**src/rtl/reqwalker_arbiter_if.sv**
```systemverilog
// Bus bundle for the two-master reqwalker arbiter: both master ports and the
// shared walker slave port, named from the arbiter's point of view.
interface reqwalker_arbiter_if #(
    parameter int DW = 32,
    parameter int AW = 1
) ();

    // Master A
    logic          i_a_cyc;
    logic          i_a_stb;
    logic          i_a_we;
    logic [AW-1:0] i_a_addr;
    logic [DW-1:0] i_a_data;
    logic          o_a_stall;
    logic          o_a_ack;
    logic [DW-1:0] o_a_data;

    // Master B
    logic          i_b_cyc;
    logic          i_b_stb;
    logic          i_b_we;
    logic [AW-1:0] i_b_addr;
    logic [DW-1:0] i_b_data;
    logic          o_b_stall;
    logic          o_b_ack;
    logic [DW-1:0] o_b_data;

    // Walker slave
    logic          o_cyc;
    logic          o_stb;
    logic          o_we;
    logic [AW-1:0] o_addr;
    logic [DW-1:0] o_data;
    logic          i_stall;
    logic          i_ack;
    logic [DW-1:0] i_data;

    // Arbiter side.
    modport slave (
        input  i_a_cyc, i_a_stb, i_a_we, i_a_addr, i_a_data,
        output o_a_stall, o_a_ack, o_a_data,
        input  i_b_cyc, i_b_stb, i_b_we, i_b_addr, i_b_data,
        output o_b_stall, o_b_ack, o_b_data,
        output o_cyc, o_stb, o_we, o_addr, o_data,
        input  i_stall, i_ack, i_data
    );

    // Environment side: the two masters and the walker.
    modport master (
        output i_a_cyc, i_a_stb, i_a_we, i_a_addr, i_a_data,
        input  o_a_stall, o_a_ack, o_a_data,
        output i_b_cyc, i_b_stb, i_b_we, i_b_addr, i_b_data,
        input  o_b_stall, o_b_ack, o_b_data,
        input  o_cyc, o_stb, o_we, o_addr, o_data,
        output i_stall, i_ack, i_data
    );

endinterface

```
**src/rtl/reqwalker_arbiter.sv**
```systemverilog
// Round-robin two-master pipelined Wishbone arbiter in front of a reqwalker slave.
// The grant only moves once every request issued by the current owner is acked.
module reqwalker_arbiter #(
    parameter int DW               = 32,
    parameter int AW               = 1,
    parameter int LGOUT            = 4,
    parameter bit OPT_ZERO_ON_IDLE = 1'b1
) (
    input  logic                 i_clk,
    input  logic                 i_reset,
    reqwalker_arbiter_if.slave   bus
);

    typedef enum logic [1:0] {
        IDLE    = 2'd0,
        GRANT_A = 2'd1,
        GRANT_B = 2'd2
    } state_e;

    typedef enum logic {
        LAST_A = 1'b0,
        LAST_B = 1'b1
    } owner_e;

    state_e            state_q, state_d;
    owner_e            last_q, last_d;
    logic [LGOUT-1:0]  outstanding_q, outstanding_d;

    logic              granted_a;
    logic              granted_b;
    logic              drained;
    logic              full;
    logic              accept;
    logic              retire;

    logic              mux_cyc;
    logic              mux_stb;
    logic              mux_we;
    logic [AW-1:0]     mux_addr;
    logic [DW-1:0]     mux_data;
    logic [DW-1:0]     idle_data;

    assign granted_a = (state_q == GRANT_A);
    assign granted_b = (state_q == GRANT_B);
    assign drained   = (outstanding_q == '0);
    assign full      = &outstanding_q;

    // ------------------------------------------------------------------
    // Grant state machine
    // ------------------------------------------------------------------
    // NOTE: every signal gets a default before the case so no path leaves
    // it unassigned; otherwise synthesis infers a latch.
    always_comb begin
        state_d = state_q;
        last_d  = last_q;
        unique case (state_q)
            IDLE: begin
                if (bus.i_a_cyc && bus.i_b_cyc) begin
                    state_d = (last_q == LAST_B) ? GRANT_A : GRANT_B;
                end else if (bus.i_a_cyc) begin
                    state_d = GRANT_A;
                end else if (bus.i_b_cyc) begin
                    state_d = GRANT_B;
                end
            end
            GRANT_A: begin
                if (!bus.i_a_cyc && drained) begin
                    last_d  = LAST_A;
                    state_d = bus.i_b_cyc ? GRANT_B : IDLE;
                end
            end
            GRANT_B: begin
                if (!bus.i_b_cyc && drained) begin
                    last_d  = LAST_B;
                    state_d = bus.i_a_cyc ? GRANT_A : IDLE;
                end
            end
            default: begin
                state_d = IDLE;
            end
        endcase
    end

    // ------------------------------------------------------------------
    // Outstanding-request counter
    // ------------------------------------------------------------------
    // An ack seen with nothing outstanding (e.g. just after reset) is ignored
    // so the counter never wraps below zero.
    assign accept = mux_stb && !bus.i_stall;
    assign retire = bus.i_ack && !drained;

    always_comb begin
        outstanding_d = outstanding_q;
        unique case ({accept, retire})
            2'b10:   outstanding_d = outstanding_q + 1'b1;
            2'b01:   outstanding_d = outstanding_q - 1'b1;
            default: outstanding_d = outstanding_q;
        endcase
    end

    // NOTE: sequential state uses non-blocking assignments so every flop
    // samples its pre-edge value, independent of statement order.
    always_ff @(posedge i_clk) begin
        if (i_reset) begin
            state_q       <= IDLE;
            last_q        <= LAST_B;
            outstanding_q <= '0;
        end else begin
            state_q       <= state_d;
            last_q        <= last_d;
            outstanding_q <= outstanding_d;
        end
    end

    // ------------------------------------------------------------------
    // Request forwarding to the walker
    // ------------------------------------------------------------------
    // stb is also held off when the counter is full: the master already sees
    // stall then, and the walker must not accept a request we cannot count.
    always_comb begin
        mux_cyc  = 1'b0;
        mux_stb  = 1'b0;
        mux_we   = 1'b0;
        mux_addr = '0;
        mux_data = '0;
        unique case (state_q)
            GRANT_A: begin
                mux_cyc  = bus.i_a_cyc;
                mux_stb  = bus.i_a_cyc && bus.i_a_stb && !full;
                mux_we   = bus.i_a_we;
                mux_addr = bus.i_a_addr;
                mux_data = bus.i_a_data;
            end
            GRANT_B: begin
                mux_cyc  = bus.i_b_cyc;
                mux_stb  = bus.i_b_cyc && bus.i_b_stb && !full;
                mux_we   = bus.i_b_we;
                mux_addr = bus.i_b_addr;
                mux_data = bus.i_b_data;
            end
            default: begin
                mux_cyc = 1'b0;
            end
        endcase
    end

    assign bus.o_cyc  = mux_cyc;
    assign bus.o_stb  = mux_stb;
    assign bus.o_we   = mux_we;
    assign bus.o_addr = mux_addr;
    assign bus.o_data = mux_data;

    // ------------------------------------------------------------------
    // Responses back to the masters
    // ------------------------------------------------------------------
    // Acks after the owner dropped cyc reach nobody; they only drain the counter.
    assign bus.o_a_stall = !granted_a || bus.i_stall || full;
    assign bus.o_b_stall = !granted_b || bus.i_stall || full;

    assign bus.o_a_ack   = bus.i_ack && granted_a && bus.i_a_cyc;
    assign bus.o_b_ack   = bus.i_ack && granted_b && bus.i_b_cyc;

    assign idle_data     = OPT_ZERO_ON_IDLE ? '0 : bus.i_data;
    assign bus.o_a_data  = granted_a ? bus.i_data : idle_data;
    assign bus.o_b_data  = granted_b ? bus.i_data : idle_data;

endmodule

```
**src/flat_wrapper.sv**
```systemverilog
// flat-port wrapper written by rule: the top's interface ports become plain ports
module reqwalker_arbiter_flat 
#(
    parameter int DW               = 32,
    parameter int AW               = 1,
    parameter int LGOUT            = 4,
    parameter bit OPT_ZERO_ON_IDLE = 1'b1
)
  (i_clk, i_reset, bus_i_a_cyc, bus_i_a_stb, bus_i_a_we, bus_i_a_addr, bus_i_a_data, bus_o_a_stall, bus_o_a_ack, bus_o_a_data, bus_i_b_cyc, bus_i_b_stb, bus_i_b_we, bus_i_b_addr, bus_i_b_data, bus_o_b_stall, bus_o_b_ack, bus_o_b_data, bus_o_cyc, bus_o_stb, bus_o_we, bus_o_addr, bus_o_data, bus_i_stall, bus_i_ack, bus_i_data);
  reqwalker_arbiter_if #(.DW(DW), .AW(AW)) bus_i ();
  input  logic i_clk;
  input  logic i_reset;
  input wire logic [$bits(bus_i.i_a_cyc)-1:0] bus_i_a_cyc;
  input wire logic [$bits(bus_i.i_a_stb)-1:0] bus_i_a_stb;
  input wire logic [$bits(bus_i.i_a_we)-1:0] bus_i_a_we;
  input wire logic [$bits(bus_i.i_a_addr)-1:0] bus_i_a_addr;
  input wire logic [$bits(bus_i.i_a_data)-1:0] bus_i_a_data;
  output wire logic [$bits(bus_i.o_a_stall)-1:0] bus_o_a_stall;
  output wire logic [$bits(bus_i.o_a_ack)-1:0] bus_o_a_ack;
  output wire logic [$bits(bus_i.o_a_data)-1:0] bus_o_a_data;
  input wire logic [$bits(bus_i.i_b_cyc)-1:0] bus_i_b_cyc;
  input wire logic [$bits(bus_i.i_b_stb)-1:0] bus_i_b_stb;
  input wire logic [$bits(bus_i.i_b_we)-1:0] bus_i_b_we;
  input wire logic [$bits(bus_i.i_b_addr)-1:0] bus_i_b_addr;
  input wire logic [$bits(bus_i.i_b_data)-1:0] bus_i_b_data;
  output wire logic [$bits(bus_i.o_b_stall)-1:0] bus_o_b_stall;
  output wire logic [$bits(bus_i.o_b_ack)-1:0] bus_o_b_ack;
  output wire logic [$bits(bus_i.o_b_data)-1:0] bus_o_b_data;
  output wire logic [$bits(bus_i.o_cyc)-1:0] bus_o_cyc;
  output wire logic [$bits(bus_i.o_stb)-1:0] bus_o_stb;
  output wire logic [$bits(bus_i.o_we)-1:0] bus_o_we;
  output wire logic [$bits(bus_i.o_addr)-1:0] bus_o_addr;
  output wire logic [$bits(bus_i.o_data)-1:0] bus_o_data;
  input wire logic [$bits(bus_i.i_stall)-1:0] bus_i_stall;
  input wire logic [$bits(bus_i.i_ack)-1:0] bus_i_ack;
  input wire logic [$bits(bus_i.i_data)-1:0] bus_i_data;
  assign bus_i.i_a_cyc = bus_i_a_cyc;
  assign bus_i.i_a_stb = bus_i_a_stb;
  assign bus_i.i_a_we = bus_i_a_we;
  assign bus_i.i_a_addr = bus_i_a_addr;
  assign bus_i.i_a_data = bus_i_a_data;
  assign bus_o_a_stall = bus_i.o_a_stall;
  assign bus_o_a_ack = bus_i.o_a_ack;
  assign bus_o_a_data = bus_i.o_a_data;
  assign bus_i.i_b_cyc = bus_i_b_cyc;
  assign bus_i.i_b_stb = bus_i_b_stb;
  assign bus_i.i_b_we = bus_i_b_we;
  assign bus_i.i_b_addr = bus_i_b_addr;
  assign bus_i.i_b_data = bus_i_b_data;
  assign bus_o_b_stall = bus_i.o_b_stall;
  assign bus_o_b_ack = bus_i.o_b_ack;
  assign bus_o_b_data = bus_i.o_b_data;
  assign bus_o_cyc = bus_i.o_cyc;
  assign bus_o_stb = bus_i.o_stb;
  assign bus_o_we = bus_i.o_we;
  assign bus_o_addr = bus_i.o_addr;
  assign bus_o_data = bus_i.o_data;
  assign bus_i.i_stall = bus_i_stall;
  assign bus_i.i_ack = bus_i_ack;
  assign bus_i.i_data = bus_i_data;
  reqwalker_arbiter #(.DW(DW), .AW(AW), .LGOUT(LGOUT), .OPT_ZERO_ON_IDLE(OPT_ZERO_ON_IDLE)) u_core (.i_clk(i_clk), .i_reset(i_reset), .bus(bus_i));
endmodule
```
**config.mk**
```make
export PLATFORM = sky130hd
export DESIGN_NAME = reqwalker_arbiter_flat
export DESIGN_NICKNAME = d
export VERILOG_FILES = /design/src/rtl/reqwalker_arbiter_if.sv /design/src/rtl/reqwalker_arbiter.sv /design/src/flat_wrapper.sv
export SDC_FILE = /design/constraint.sdc
export NUM_CORES = 1
export LEC_CHECK = 0
export ABC_AREA = 1
export BUFFER_PORTS_ARGS = -buffer_cell sky130_fd_sc_hd__clkbuf_2
export CAP_MARGIN = 20
export CORE_AREA = 2 2 82 84
export CTS_BUF_LIST = sky130_fd_sc_hd__clkbuf_8
export DETAILED_ROUTE_END_ITERATION = 10
export DIE_AREA = 0 0 84 86
export GPL_ROUTABILITY_DRIVEN = 0
export HOLD_SLACK_MARGIN = 0.08
export PLACE_DENSITY = 0.72
export SYNTH_ARGS = -nofsm -noshare
export SYNTH_HDL_FRONTEND = slang
export SYNTH_SLANG_ARGS = --single-unit
```
**constraint.sdc**
```tcl
create_clock -name i_clk -period 6.2 [get_ports i_clk]
set_input_delay 0.93 -clock i_clk [delete_from_list [all_inputs] [get_ports i_clk]]
set_output_delay 0.93 -clock i_clk [all_outputs]
set_load 0.02 [all_outputs]
```
==> results.tsv, run 1 <==
stage	metric	value	unit
yosys	Synth area leaders	nand2_1, inv_1, a21oi_1	
yosys	Synth area leader	nand2_1	
run_status	status	completed	
drt	post-route ant nets	0	
yosys	number of flops mapped to enable cells by yosys	0	
final_layout	# fillers	681	
clock_tree	# resized after CTS	0	
pwr	PwrDens	350.7	mW/mm2
sta	Final TNS setup	0	ns
sta	# setup viols final	0	
yosys	most frequent cell after synthesis	nand2_1	
placement	Post-DP HPWL	5691	um
placement	pre-CTS WS	3.030	ns
drt	detailed-router iteration count before antenna repair	4	
drt	final WL	6764	um
sta	worst hold margin	0.4705	ns
pwr	Max rail drop VDD	0.0001625	V
clock_tree	clock latency on the worst-skew pair	0.23	ns
die	die footprint	0.007224	mm2
final_layout	Nets	668	
drt	1st-iter DRT viols	39	
final_layout	Inserted Diodes	0	
drt	Avg WL per Cell	10.79	um
final_layout	share of cells above drive strength 1	40.91	%
sta	fmax	297.2	MHz
global_routing	grt total ovfl	0	
critical_path	launching point of the worst reg2reg path	u_core.state_q[0]	
global_routing	first-pass GRT wire length	10650	um
global_routing	M1 GR Usage	21.29	%
clock_tree	Clock transition at path regs	0.04	ns
sta	Hold Fails Final Rpt	0	
drt	Vias	2654	
yosys	Synth top cells by count	nand2_1, inv_1, a21oi_1	
global_routing	vias in the first global route	2369	
die	Initial Utilization	26.03	%
final_layout	area of the multi-input gates	0.001091	mm2
yosys	synthesized area per cell	4.655	um2
die	standard-cell rows	29	
global_routing	GRT Total Usage	17.28	%
pwr	P_sw	0.6076	mW
die	num ports	212	
clock_tree	CTS root buf	clkbuf_8	
clock_tree	Sink Count	7	
job	max-cap viol count	0	
pwr	Design Power	0.9693	mW
sta	final worst path period share	54.27	%
critical_path	critical-path maximum fanout	35	
drt	drt via density	4.233	
min_path	hold wc startpoint	u_core.last_q	
clock_tree	H-tree depth reported by CTS	1	
die	chip height	86	um
yosys	post-synthesis sequential area ratio	8.576	%
clock_tree	setup bufs post-CTS	0	
placement	port bufs	211	
min_path	Hold Path Sink	u_core.last_q	
sta	Worst Tran Pin Value	0.9092	ns
pwr	Sw Ratio	62.69	%
critical_path	Worst Reg2Reg Path Length in Cells	14	
yosys	ys flop type	dfxtp_1	
sta	crit path time final	3.365	ns
yosys	library cells used by synthesis	22	
yosys	Seq cells post-synth	7	
global_routing	met2 GRT Util	32.51	%
pwr	Int Power	0.3616	mW
pwr	Comb pwr share	85.2	%
final_layout	register area	140.1	um2
sta	Final WS setup	2.835	ns
critical_path	Setup crit start kind	flop	
yosys	Post-Syn Nets	468	
critical_path	worst reg2reg endpoint	u_core.outstanding_q[3]	
critical_path	critical path class	reg2out	
yosys	asr flop ratio synth	0	%
global_routing	met3 usage	1.444	%
critical_path	Reg2Reg Setup Slack	3.22	ns
die	Die Wd	84	um
min_path	WHS Path Cells	2	
global_routing	initial antenna violation count	0	
global_routing	largest net degree at the start of global routing	40	
sta	max_slew headroom	39.01	%
pwr	Seq pwr share	8.3	%
sta	Final Slew Violations	0	
pwr	Leakage Power	2.079	nW
clock_tree	clk buf depth	2	
final_layout	P&R area growth vs syn	69.14	%
critical_path	CP endpoint kind	output port	
yosys	Yosys warning count	0	
critical_path	Worst Path Required	5.27	ns
sta	Layout Skew	0.001962	ns
die	CORE AREA	0.006277	mm2
clock_tree	Post-CTS Hold Buffers	0	
pwr	Clock Power Share	6.5	%
yosys	Synth Instances	351	
critical_path	Critical Path AT	2.43	ns
yosys	Mapped Area	0.001634	mm2
min_path	worst min path class	reg2reg	
drt	# DRC	0	
clock_tree	CTS buffer count	3	
sta	RSZ-0062 raised after global routing	false	
yosys	post-synth top area share	37.67	%
clock_tree	CTS tree	built	
global_routing	grt peak-use layer	met2	
[per-stage QoR]
step | instances | utilization, % | cell area (um2)
3_3_place_gp | 623 | 43.31 | 2719
2_1_floorplan | 351 | - | 1634
3_5_place_dp | 623 | 43.31 | 2719
5_1_grt | 627 | 44.03 | 2764
6_report | 627 | 44.03 | 2764
4_1_cts | 627 | 44.03 | 2764
[logic make-up (layout without fill, tap and decap cells)]
logic type / Yosys count / in the layout / synth area share [%]
and+or+nand+nor: 187 / 187 / 44.56
DFF: 7 / 7 / 8.576
AOI/OAI and AO/OA: 45 / 45 / 14.17
adders and majority gates: 9 / 9 / 7.351
buffers and inverters: 102 / 301 / 24.81
xor gates and xnor gates: 1 / 1 / 0.5361
[per-layer routing]
metal,wire (um),vias up
met2,3450,118
li1,-,1409
met1,2791,1122
met4,56,0
met3,465,5
met5,0,-
[sequential cells by signal, indices dropped and copies added (netlist names)]
signal,count
u_core.outstanding_q,4
u_core.last_q,1
u_core.state_q,2
[power by group through the flow]
stage / clock network, mW / logic, mW / registers (mW)
6_report: 0.0633 / 0.826 / 0.0801
5_1_grt: 0.0674 / 0.927 / 0.0835
4_1_cts: 0.0659 / 0.838 / 0.0802
3_5_place_dp: 0 / 0.835 / 0.0811
3_3_place_gp: 0 / 0.824 / 0.0796
2_1_floorplan: 0 / 0.590 / 0.0757
[how the worst max path moves through the flow]
| stage | from | end | slack (ns) | cells past startpoint |
|---|---|---|---|---|
| floorplan | bus_i_b_stb | u_core.outstanding_q[3] | 3.38 | 11 |
| global placement | u_core.state_q[0] | bus_o_data[15] | 3.09 | 5 |
| detailed placement | u_core.state_q[0] | bus_o_data[14] | 3.03 | 5 |
| CTS | u_core.state_q[0] | bus_o_data[14] | 2.77 | 5 |
| global route | u_core.state_q[0] | bus_o_data[26] | 2.56 | 5 |
| finish | u_core.state_q[0] | bus_o_data[15] | 2.84 | 5 |
[worst max-delay path, cell delays in order (launching register included)]
cell      delay, ns
dfxtp_1        0.37
inv_1          0.10
ha_1           0.31
clkinv_1       0.71
a21oi_1        0.47
clkbuf_2       0.23
[final cells by class]
type | count | share of cell area [%]
timing repair buffer | 214 | 39.02
sequential | 7 | 5.070
multi-input combinational | 242 | 39.48
inverter | 83 | 11.32
clock buffer | 3 | 1.494
tap | 77 | 3.486
clock inverter | 1 | 0.1358
[placed cells by master (no fill, tap or decap)]
cell,n
clkbuf_2,211
o21ai_0,3
nand4_1,1
nand2_1,164
fa_1,1
nand2_2,3
inv_1,81
ha_2,1
inv_2,1
nand3_2,1
or2_1,2
buf_4,3
clkinv_1,1
xnor2_1,1
ha_1,7
clkbuf_8,3
nor2_1,12
dfxtp_1,7
a21oi_1,40
a21oi_2,1
clkinv_2,1
nand3_1,4
a211oi_1,1
Note: power is estimated with default switching activity, not from simulation.
==> inputs of run 2 (changes only) <==
--- a/config.mk
+++ b/config.mk
@@ -5,7 +5,7 @@
 export SDC_FILE = /design/constraint.sdc
 export NUM_CORES = 1
 export LEC_CHECK = 0
-export ABC_AREA = 1
+export ABC_AREA = 0
 export BUFFER_PORTS_ARGS = -buffer_cell sky130_fd_sc_hd__clkbuf_2
 export CAP_MARGIN = 20
 export CORE_AREA = 2 2 82 84
@@ -14,7 +14,7 @@
 export DIE_AREA = 0 0 84 86
 export GPL_ROUTABILITY_DRIVEN = 0
 export HOLD_SLACK_MARGIN = 0.08
-export PLACE_DENSITY = 0.72
+export PLACE_DENSITY = 0.74
 export SYNTH_ARGS = -nofsm -noshare
 export SYNTH_HDL_FRONTEND = slang
 export SYNTH_SLANG_ARGS = --single-unit
==> constraint.sdc (replaced) <==
create_clock -name i_clk -period 2.9 [get_ports i_clk]
set_input_delay 0.435 -clock i_clk [delete_from_list [all_inputs] [get_ports i_clk]]
set_output_delay 0.435 -clock i_clk [all_outputs]
set_load 0.02 [all_outputs]
==> run 2 against run 1 <==
Net effect: global-route usage is 0.97 points lower; synthesized cell count is 36% lower; largest power group unchanged; worst setup slack got worse by 2.6 ns; cell area down 2.9%; largest cell class unchanged; via count decreased by 15%; core utilization fell by 1.3 points; clock power rose by 110%; non-clock buffer count up 1; clock skew up 0.0014 ns; total power rose by 61%; critical path depth grew 5; critical path type is now reg2reg; flip-flop and latch count unchanged.
==> results.tsv, run 2 <==
stage	metric	value	unit
run_status	status	completed	
clock_tree	setup bufs post-CTS	0	
min_path	hold wc startpoint	u_core.outstanding_q[3]	
die	chip height	86	um
yosys	ys flop type	dfxtp_1	
die	num ports	212	
final_layout	Most flops, register	u_core.outstanding_q	
die	CORE AREA	0.006277	mm2
critical_path	Worst Reg2Reg Path Length in Cells	10	
die	Die Wd	84	um
sta	# setup viols final	0	
die	standard-cell rows	29	
final_layout	most common cell after layout, fill and taps aside	clkbuf_2	
critical_path	Setup crit start kind	flop	
pwr	PwrDens	582.6	mW/mm2
drt	Avg WL per Cell	12.97	um
pwr	Leakage Power	1.495	nW
min_path	Hold Path Sink	u_core.outstanding_q[3]	
sta	RSZ-0062 raised after global routing	false	
final_layout	max FFs per register	4	
drt	# DRC	0	
pwr	Clock Power Share	8.5	%
sta	max_slew headroom	60.08	%
yosys	synthesized area per cell	7.098	um2
pwr	Seq pwr share	9.0	%
yosys	Synth area leader	and2_1	
die	die footprint	0.007224	mm2
drt	Vias	2256	
yosys	Synth area leaders	and2_1, a22oi_1, nor2b_1	
drt	final WL	6474	um
critical_path	CP peak stage delay	0.48	ns
drt	post-route ant nets	0	
clock_tree	CTS buffer count	3	
final_layout	commonest cells after routing, fill and taps aside	clkbuf_2, and2_1, nor2b_1, a22oi_1, nor2_1	
clock_tree	Post-CTS Hold Buffers	0	
global_routing	largest net degree at the start of global routing	40	
sta	Layout Skew	0.003391	ns
critical_path	critical-path maximum fanout	6	
yosys	number of flops mapped to enable cells by yosys	0	
critical_path	launching point of the worst reg2reg path	u_core.state_q[0]	
sta	final worst path period share	92.76	%
global_routing	grt total ovfl	0	
critical_path	CP endpoint kind	flop	
min_path	worst min path class	reg2reg	
pwr	Int Power	0.7237	mW
critical_path	Reg2Reg Setup Slack	0.21	ns
yosys	post-synthesis sequential area ratio	8.854	%
yosys	asr flop ratio synth	0	%
critical_path	Max stage delay cell, worst path	or4_1	
drt	drt via density	4.521	
critical_path	critical path, cell by cell	inv_1 > ha_1 > o21ai_0 > nand3_1 > ha_1 > ha_1 > a21oi_1 > a21oi_1 > or4_1 > a21oi_1	
clock_tree	clk buf depth	2	
final_layout	Nets	540	
yosys	Synth Instances	223	
critical_path	worst reg2reg endpoint	u_core.outstanding_q[3]	
global_routing	first-pass GRT wire length	9970	um
drt	detailed-router iteration count before antenna repair	4	
sta	Hold Fails Final Rpt	0	
clock_tree	CTS root buf	clkbuf_8	
pwr	Comb pwr share	82.6	%
yosys	Synth top cells by count	and2_1, nor2b_1, a22oi_1	
die	Initial Utilization	25.21	%
yosys	Yosys warning count	0	
sta	Final TNS setup	0	ns
drt	1st-iter DRT viols	83	
global_routing	vias in the first global route	2045	
sta	worst hold margin	0.5109	ns
placement	port bufs	211	
global_routing	initial antenna violation count	0	
yosys	post-synth top area share	25.30	%
sta	Worst Tran Pin Value	0.5987	ns
yosys	Post-Syn Nets	340	
yosys	Mapped Area	0.001583	mm2
clock_tree	Clock transition at path regs	0.04	ns
clock_tree	# resized after CTS	0	
pwr	P_sw	0.8406	mW
clock_tree	clock latency on the worst-skew pair	0.22	ns
clock_tree	H-tree depth reported by CTS	1	
critical_path	critical path class	reg2reg	
min_path	WHS Path Cells	2	
critical_path	Critical Path AT	2.85	ns
final_layout	Inserted Diodes	0	
final_layout	P&R area growth vs syn	69.64	%
final_layout	largest registers	u_core.outstanding_q: 4 flops, u_core.state_q: 2 flops, u_core.last_q: 1 flops	
clock_tree	Sink Count	7	
pwr	Sw Ratio	53.73	%
yosys	Seq cells post-synth	7	
yosys	most frequent cell after synthesis	and2_1	
sta	Final Slew Violations	0	
final_layout	share of cells above drive strength 1	52.84	%
clock_tree	CTS tree	built	
critical_path	Worst Path Required	3.06	ns
pwr	Max rail drop VDD	0.0004977	V
sta	fmax	371.8	MHz
sta	crit path time final	2.690	ns
global_routing	GRT Total Usage	16.31	%
job	max-cap viol count	0	
placement	Post-DP HPWL	5476	um
yosys	library cells used by synthesis	33	
==> run 2: cell count changes in the layout (fill, tap and decap cells not counted), sizes merged, moves of 2 or more <==
cell | before | now
inv | 82 | 8
clkinv | 2 | 0
nor2b | 0 | 36
nand3 | 5 | 3
a22oi | 0 | 35
and3 | 0 | 3
nand2 | 167 | 7
xor2 | 0 | 2
o31ai | 0 | 2
a21oi | 41 | 7
nor2 | 12 | 9
and2 | 0 | 64
or2 | 2 | 0
==> run 2: worst max-delay path: cells and delay by family (launching register included) <==
| family | cells | cell delay (ns) |
|---|---|---|
| compound gates | 4 | 0.71 |
| fa+ha+maj | 3 | 0.84 |
| buf+inv | 1 | 0.10 |
| flops | 1 | 0.37 |
| simple gates | 2 | 0.60 |
==> run 2: routing by layer <==
metal  track usage, %  vias to the layer above  part of all wire [%]
li1                 -                     1157                     -
met5                0                        -                     0
met2            31.56                       88                    55
met3            2.310                        6                   5.1
met4            3.079                        0                   1.3
met1            19.15                     1005                    39
==> run 2: cell type report <==
cell class,count,area [um2]
Tap cell,77,96.34
Timing Repair Buffer,215,1099
Multi-Input combinational cell,189,1279
Fill cell,646,3592
Sequential cell,7,140.1
Inverter,7,26.28
Clock buffer,3,41.29
Clock inverter,1,3.754
==> run 2: how the worst max path moves through the flow <==
stage | to | slack [ns] | cells past startpoint | startpoint
after floorplan | u_core.outstanding_q[3] | 0.26 | 12 | u_core.state_q[0]
after global placement | u_core.outstanding_q[3] | 0.34 | 10 | u_core.state_q[0]
after CTS | u_core.outstanding_q[3] | 0.21 | 10 | u_core.state_q[0]
after global routing | u_core.outstanding_q[3] | 0.08 | 10 | u_core.state_q[0]
final | u_core.outstanding_q[3] | 0.21 | 10 | u_core.state_q[0]
after detailed placement | u_core.outstanding_q[3] | 0.23 | 10 | u_core.state_q[0]
==> run 2: metrics by stage <==
step	setup slack (ns)	instances	util [%]	area (um2)	power, mW
detailed placement	0.2309	495	42.06	2640	1.441
global placement	0.3380	495	42.06	2640	1.417
floorplan	0.2632	223	-	1583	1.068
global route	0.08117	499	42.77	2685	1.697
CTS	0.2073	499	42.77	2685	1.579
finish	0.2101	499	42.77	2685	1.564
==> run 2: cells by family (layout without fill, tap and decap cells) <==
logic type | count (synthesis) | in the layout | synth area share [%]
flops | 7 | 7 | 8.853
buf+inv | 27 | 226 | 10.51
compound gates | 51 | 51 | 24.03
simple gates | 127 | 127 | 47.91
xor+xnor | 2 | 2 | 1.107
fa+ha+maj | 9 | 9 | 7.589
==> run 2: power groups by stage <==
stage	clock (mW)	combinational (mW)	sequential [mW]
after global placement	0	1.28	0.138
after detailed placement	0	1.30	0.142
after CTS	0.136	1.30	0.140
after floorplan	0	0.932	0.135
final	0.133	1.29	0.140
after global routing	0.146	1.41	0.143
